<file path="config.mk">
export PLATFORM = sky130hd
export DESIGN_NAME = tile_match_engine
export DESIGN_NICKNAME = d
export VERILOG_FILES = /design/src/rtl/tile_match_engine.sv
export SDC_FILE = /design/constraint.sdc
export NUM_CORES = 1
export LEC_CHECK = 0
export ABC_AREA = 1
export BUFFER_PORTS_ARGS = -buffer_cell sky130_fd_sc_hd__buf_2
export CAP_MARGIN = 20
export CORE_UTILIZATION = 59
export CTS_CLUSTER_SIZE = 16
export DETAILED_ROUTE_END_ITERATION = 10
export PLACE_DENSITY = 0.8
export SYNTH_ARGS = -nofsm -noshare
export SYNTH_HDL_FRONTEND = slang
export SYNTH_SLANG_ARGS = --single-unit
export TNS_END_PERCENT = 50
</file>
<file path="constraint.sdc">
create_clock -name CLOCK_50 -period 2.05 [get_ports CLOCK_50]
set_input_delay 0 -clock CLOCK_50 [delete_from_list [all_inputs] [get_ports CLOCK_50]]
set_output_delay 0 -clock CLOCK_50 [all_outputs]
set_load 0.01 [all_outputs]
</file>
<file path="src/rtl/tile_match_engine.sv">
// tile_match_engine: turn-based tile-matching game engine.
// Latches the board symbols on start, takes two tile picks per turn,
// scores matching pairs (bonus turn) and hides mismatches after a delay.
module tile_match_engine #(
   parameter int NUM_TILES     = 16,
   parameter int SYM_W         = 3,
   parameter int MOVE_W        = 8,
   parameter int NUM_PLAYERS   = 2,
   parameter int REVEAL_CYCLES = 50_000_000,
   localparam int IDX_W = $clog2(NUM_TILES),
   localparam int PL_W  = (NUM_PLAYERS > 1) ? $clog2(NUM_PLAYERS) : 1,
   localparam int SC_W  = $clog2(NUM_TILES/2 + 1)
) (
   input  logic                         CLOCK_50,
   input  logic                         resetn,
   input  logic                         start,
   input  logic                         quit,
   input  logic                         sel_valid,
   input  logic [IDX_W-1:0]             sel_idx,
   input  logic [NUM_TILES*SYM_W-1:0]   tile_sym,
   output logic [NUM_TILES-1:0]         revealed,
   output logic [NUM_TILES-1:0]         matched,
   output logic [MOVE_W-1:0]            moves,
   output logic [PL_W-1:0]              player,
   output logic [NUM_PLAYERS*SC_W-1:0]  scores,
   output logic                         in_game,
   output logic                         game_over,
   output logic                         sel_err
);

   localparam int CNT_W = (REVEAL_CYCLES > 1) ? $clog2(REVEAL_CYCLES) : 1;

   typedef enum logic [2:0] {
      S_IDLE, S_PICK1, S_PICK2, S_CHECK, S_SHOW, S_DONE
   } state_t;

   state_t                        state_q, state_d;
   logic [NUM_TILES*SYM_W-1:0]    sym_q, sym_d;
   logic [IDX_W-1:0]              first_q, first_d;
   logic [IDX_W-1:0]              second_q, second_d;
   logic [CNT_W-1:0]              cnt_q, cnt_d;
   logic [NUM_TILES-1:0]          revealed_q, revealed_d;
   logic [NUM_TILES-1:0]          matched_q, matched_d;
   logic [MOVE_W-1:0]             moves_q, moves_d;
   logic [PL_W-1:0]               player_q, player_d;
   logic [NUM_PLAYERS*SC_W-1:0]   scores_q, scores_d;
   logic                          sel_err_q, sel_err_d;

   logic                          pick_free;
   logic [SYM_W-1:0]              sym_first, sym_second;

   // Selection is usable only if it names a real, not-yet-matched tile
   always_comb begin
      pick_free = 1'b0;
      for (int unsigned i = 0; i < NUM_TILES; i++) begin
         if (sel_idx == IDX_W'(i) && !matched_q[i]) pick_free = 1'b1;
      end
      sym_first  = sym_q[first_q*SYM_W +: SYM_W];
      sym_second = sym_q[second_q*SYM_W +: SYM_W];
   end

   // Next-state and datapath updates; quit overrides everything else
   always_comb begin
      state_d    = state_q;
      sym_d      = sym_q;
      first_d    = first_q;
      second_d   = second_q;
      cnt_d      = cnt_q;
      revealed_d = revealed_q;
      matched_d  = matched_q;
      moves_d    = moves_q;
      player_d   = player_q;
      scores_d   = scores_q;
      sel_err_d  = 1'b0;

      case (state_q)
         S_IDLE, S_DONE: begin
            if (start) begin
               sym_d      = tile_sym;
               revealed_d = '0;
               matched_d  = '0;
               moves_d    = '0;
               scores_d   = '0;
               player_d   = '0;
               state_d    = S_PICK1;
            end
         end
         S_PICK1: begin
            if (sel_valid) begin
               if (pick_free) begin
                  first_d             = sel_idx;
                  revealed_d[sel_idx] = 1'b1;
                  state_d             = S_PICK2;
               end else begin
                  sel_err_d = 1'b1;
               end
            end
         end
         S_PICK2: begin
            if (sel_valid) begin
               if (pick_free && sel_idx != first_q) begin
                  second_d            = sel_idx;
                  revealed_d[sel_idx] = 1'b1;
                  state_d             = S_CHECK;
               end else begin
                  sel_err_d = 1'b1;
               end
            end
         end
         S_CHECK: begin
            if (moves_q != '1) moves_d = moves_q + MOVE_W'(1);
            if (sym_first == sym_second) begin
               matched_d[first_q]  = 1'b1;
               matched_d[second_q] = 1'b1;
               for (int unsigned p = 0; p < NUM_PLAYERS; p++) begin
                  if (player_q == PL_W'(p))
                     scores_d[p*SC_W +: SC_W] = scores_q[p*SC_W +: SC_W] + SC_W'(1);
               end
               state_d = (matched_d == '1) ? S_DONE : S_PICK1;
            end else begin
               cnt_d   = CNT_W'(REVEAL_CYCLES - 1);
               state_d = S_SHOW;
            end
         end
         S_SHOW: begin
            if (cnt_q == '0) begin
               revealed_d[first_q]  = 1'b0;
               revealed_d[second_q] = 1'b0;
               player_d = (player_q == PL_W'(NUM_PLAYERS - 1)) ? '0 : player_q + PL_W'(1);
               state_d  = S_PICK1;
            end else begin
               cnt_d = cnt_q - CNT_W'(1);
            end
         end
         default: state_d = S_IDLE;
      endcase

      if (quit) begin
         state_d    = S_IDLE;
         sym_d      = '0;
         first_d    = '0;
         second_d   = '0;
         cnt_d      = '0;
         revealed_d = '0;
         matched_d  = '0;
         moves_d    = '0;
         player_d   = '0;
         scores_d   = '0;
         sel_err_d  = 1'b0;
      end
   end

   // State and datapath registers with asynchronous active-low reset
   always_ff @(posedge CLOCK_50 or negedge resetn) begin
      if (!resetn) begin
         state_q    <= S_IDLE;
         sym_q      <= '0;
         first_q    <= '0;
         second_q   <= '0;
         cnt_q      <= '0;
         revealed_q <= '0;
         matched_q  <= '0;
         moves_q    <= '0;
         player_q   <= '0;
         scores_q   <= '0;
         sel_err_q  <= 1'b0;
      end else begin
         state_q    <= state_d;
         sym_q      <= sym_d;
         first_q    <= first_d;
         second_q   <= second_d;
         cnt_q      <= cnt_d;
         revealed_q <= revealed_d;
         matched_q  <= matched_d;
         moves_q    <= moves_d;
         player_q   <= player_d;
         scores_q   <= scores_d;
         sel_err_q  <= sel_err_d;
      end
   end

   assign revealed  = revealed_q;
   assign matched   = matched_q;
   assign moves     = moves_q;
   assign player    = player_q;
   assign scores    = scores_q;
   assign sel_err   = sel_err_q;
   assign in_game   = (state_q == S_PICK1) || (state_q == S_PICK2) ||
                      (state_q == S_CHECK) || (state_q == S_SHOW);
   assign game_over = (state_q == S_DONE);

endmodule

</file>
==> out/metrics.csv <==
stage,metric,value,unit
outcome,outcome,"complete, but fails checks",
outcome,failed_checks,negative setup slack,
clock_network,cts_max_level,4,
route,vias,9440,
floorplan,die_w,124,um
setup_path,r2r-end,revealed[5]$_DFFE_PN0P_,
global_route,grt_pass1_vias,8739,
power_and_ir_drop,fin_total_pwr,13.5,mW
place,dpl_worst_slack,-0.0423,ns
logic_synthesis,synth_area,8730,um2
route,first_pass_iters,7,
clock_network,clockBufferDepth,2,
setup_path,start_kind,flip-flop,
power_and_ir_drop,p_leak,5.74,nW
run,maxCapViolCount,0,
floorplan,core,14500,um2
setup_path,rrSetupSlack,-0.04,ns
floorplan,rows,44,
timing,setup-violations-final,9,
route,avgRoutedWirePerCell,16.2,um
global_route,globalRouteOverflowTotal,0,
place,dpl.hpwl,17000,um
timing,period_needed,2.09,ns
logic_synthesis,synth_fp_nets,1317,
route,ant_nets,0,
logic_synthesis,synth_seq_cells,135,
global_route,grt_max_degree,74,
min_path,hp-start,start,
setup_path,reg2reg_depth,11,
logic_synthesis,yosysTopAreaCell,dfrtp_1,
clock_network,clock-root-buffer,clkbuf_16,
min_path,min_to,state_q[1]$_DFFE_PN0P_,
route,drtIter0Drc,871,
power_and_ir_drop,max-vdd-ir-drop,0.954,mV
power_and_ir_drop,p_per_area,1210,nW/um2
logic_synthesis,postSynthCellCount,1256,
clock_network,path_clk_slew,0.06,ns
global_route,grt_use_total,35.0,%
finish,final_cell_area,11200,um2
finish,drive_gt1_share,22.3,%
clock_network,cts_buffers,17,
min_path,holdPathStages,6,
logic_synthesis,async_flop_share,100,%
setup_path,timing.rr.start,cnt_q[0]$_DFFE_PN0P_,
timing,achievable-frequency,0.479,GHz
logic_synthesis,synth_flop_cell,dfrtp_1,
logic_synthesis,synth_area_per_cell,6.95,um2
finish,area_growth,28.0,%
finish,fin_cells,1643,
timing,clock_skew,0.0171,ns
place,place.gp.congestion,0.969,
finish,antenna_cells,0,
setup_path,cp.arrival,2.39,ns
route,drc,0,
clock_network,clkSinkCount,135,
timing,max-slew-margin-rel,51.5,%
logic_synthesis,yosysWarnings,0,
route,drt_wl_total,26700,um
global_route,antenna_found_initial,0,
setup_path,endpoint_kind,flip-flop,
floorplan,die_h,124,um
floorplan,initial_core_util,60.3,%
floorplan,die_area,15300,um2
min_path,worstHoldPathType,primary input to flip-flop,
timing,fin_ws,-0.0368,ns
setup_path,cp.required,2.35,ns
timing,hold_violations,0,
logic_synthesis,synth_top_area_share,38.7,%
timing,fin_crit_sh,102,%
place,dpl-instance-area,9720,um2
logic_synthesis,yosysUniqueCellTypes,43,
setup_path,cp_max_fo,8,
timing,worst_pin_slew,0.727,ns
clock_network,insertion_delay,0.43,ns
logic_synthesis,yosys-top-cells-area,"dfrtp_1, nand2_1, nand3_1",
timing,holdWs,0.0117,ns
route,viasPerCell,5.75,
setup_path,crit_type,flip-flop to flip-flop,
floorplan,io_pins,109,
clock_network,cts_tree,yes,
place,portBuffers,108,
finish,fin_nets,1509,
global_route,grt_pass1_wl,41700,um
logic_synthesis,synth_edf_count,0,
timing,slew_violations,0,
logic_synthesis,ys_seq_area_share,38.7,%
timing,rsz0062_at_grt,true,
place,dp.cells,1550,
## final cells by class
| class | instances | area, um2 |
|---|---|---|
| tap | 184 | 230 |
| clock inverter | 9 | 150 |
| fill | 1059 | 3300 |
| clock buffer | 21 | 460 |
| timing repair buffer | 231 | 1830 |
| multi-input combinational | 960 | 4730 |
| sequential | 135 | 3380 |
| inverter | 103 | 390 |
## worst max path at each step
| stage | from | end | cells past startpoint |
|---|---|---|---|
| 2_1_floorplan | moves[0]$_DFFE_PN0P_ | moves[7]$_DFFE_PN0P_ | 9 |
| 3_3_place_gp | second_q[0]$_DFFE_PN0P_ | matched[6]$_DFFE_PN0P_ | 16 |
| 3_5_place_dp | second_q[0]$_DFFE_PN0P_ | matched[5]$_DFFE_PN0P_ | 16 |
| 4_1_cts | second_q[0]$_DFFE_PN0P_ | matched[5]$_DFFE_PN0P_ | 16 |
| 5_1_grt | second_q[0]$_DFFE_PN0P_ | cnt_q[2]$_DFFE_PN0P_ | 17 |
| 6_report | cnt_q[0]$_DFFE_PN0P_ | revealed[5]$_DFFE_PN0P_ | 11 |
## metal layers
metal / global-route usage, % / routed length, um / vias to the layer above
met1: 45.3 / 10900 / 4386
li1: - / - / 4473
met3: 6.46 / 2120 / 88
met2: 57.4 / 12800 / 493
met5: 0 / 0 / -
met4: 15.1 / 830 / 0
## layout by cell type (no fill, tap or decap), drive strengths merged, types with 2 or more instances in the layout
cell,Yosys,layout
or2,10,10
nor2,104,104
o21ai,133,133
nand4,42,42
nand3,95,95
a22oi,7,7
nor4,2,2
nor3,12,12
dfrtp,135,135
a21oi,34,34
o22ai,9,9
clkbuf,23,24
xor2,6,6
bufinv,0,4
dlygate4sd3,0,55
clkinv,0,4
inv,103,102
a31oi,3,3
nand3b,4,4
xnor2,8,8
clkinvlp,0,2
ha,4,4
a41oi,9,9
nand2,473,473
buf,35,173
## repair_timing
action,4_1_cts,5_1_grt
setup buffers,0,4
endpoints found under the setup margin,50,91
hold buffers,55,0
hold endpoints to repair,114,0
pin swaps,0,2
resized for setup,9,52
gates cloned,0,4
## cells in the mapped netlist (2+ instances only)
cell / n
inv_2: 11
buf_6: 20
buf_2: 12
nand2_2: 21
inv_1: 92
nor2_1: 95
o22ai_1: 9
nor3_2: 3
a22oi_1: 7
o21ai_0: 79
o21ai_2: 18
a41oi_1: 9
o21ai_1: 35
nand4_1: 40
nor3_1: 9
clkbuf_1: 22
a21oi_1: 34
or2_1: 2
dfrtp_1: 135
nand2_4: 2
buf_1: 2
nand3_4: 2
xor2_1: 6
a31oi_1: 3
nand4_4: 2
nand3_1: 92
nand3b_1: 4
nand2_1: 450
nor4_1: 2
ha_1: 4
nor2_2: 7
nor2_4: 2
or2_2: 8
xnor2_1: 8
## cells by family (layout without fill, tap and decap cells)
kind of cell / after synthesis / after routing / share of synthesized area (%)
AND/OR/NAND/NOR: 744 / 744 / 37.3
AO/OA/AOI/OAI: 198 / 198 / 13.1
buffers and inverters: 161 / 364 / 8.87
flip-flops: 135 / 135 / 38.7
XOR/XNOR: 14 / 14 / 1.41
adder cells (fa/ha/maj): 4 / 4 / 0.573
## metrics by stage
stage,util [%],TNS (ns)
global route,77.2,-9.36
finish,77.2,-0.138
CTS,75.3,0
floorplan,-,0
global placement,67.1,-0.0278
detailed placement,67.1,-0.625
## power by group
| group | internal (mW) | switching, mW | total [mW] |
|---|---|---|---|
| Sequential | 3.22 | 0.554 | 3.78 |
| Clock | 2.08 | 1.14 | 3.22 |
| Combinational | 2.46 | 4.09 | 6.54 |
| Total | 7.76 | 5.79 | 13.5 |
## critical path, stage by stage (launching register included)
cell and delay (ns):
dfrtp_1 0.39, inv_2 0.10, ha_4 0.15, nand2_2 0.06, or2_4 0.26, nor2_4 0.11
nand4_1 0.16, nand3_2 0.18, nand4_4 0.20, clkbuf_16 0.25, nand2_2 0.06, o21ai_1 0.06
## registers in the layout, indices dropped and copies added (netlist names)
| signal | cells |
|---|---|
| sym_q | 48 |
| matched | 16 |
| cnt_q | 26 |
| player | 1 |
| sel_err | 1 |
| scores | 8 |
| revealed | 16 |
| first_q | 4 |
| state_q | 3 |
| moves | 8 |
| second_q | 4 |
Power figures use the tool's default switching activity.
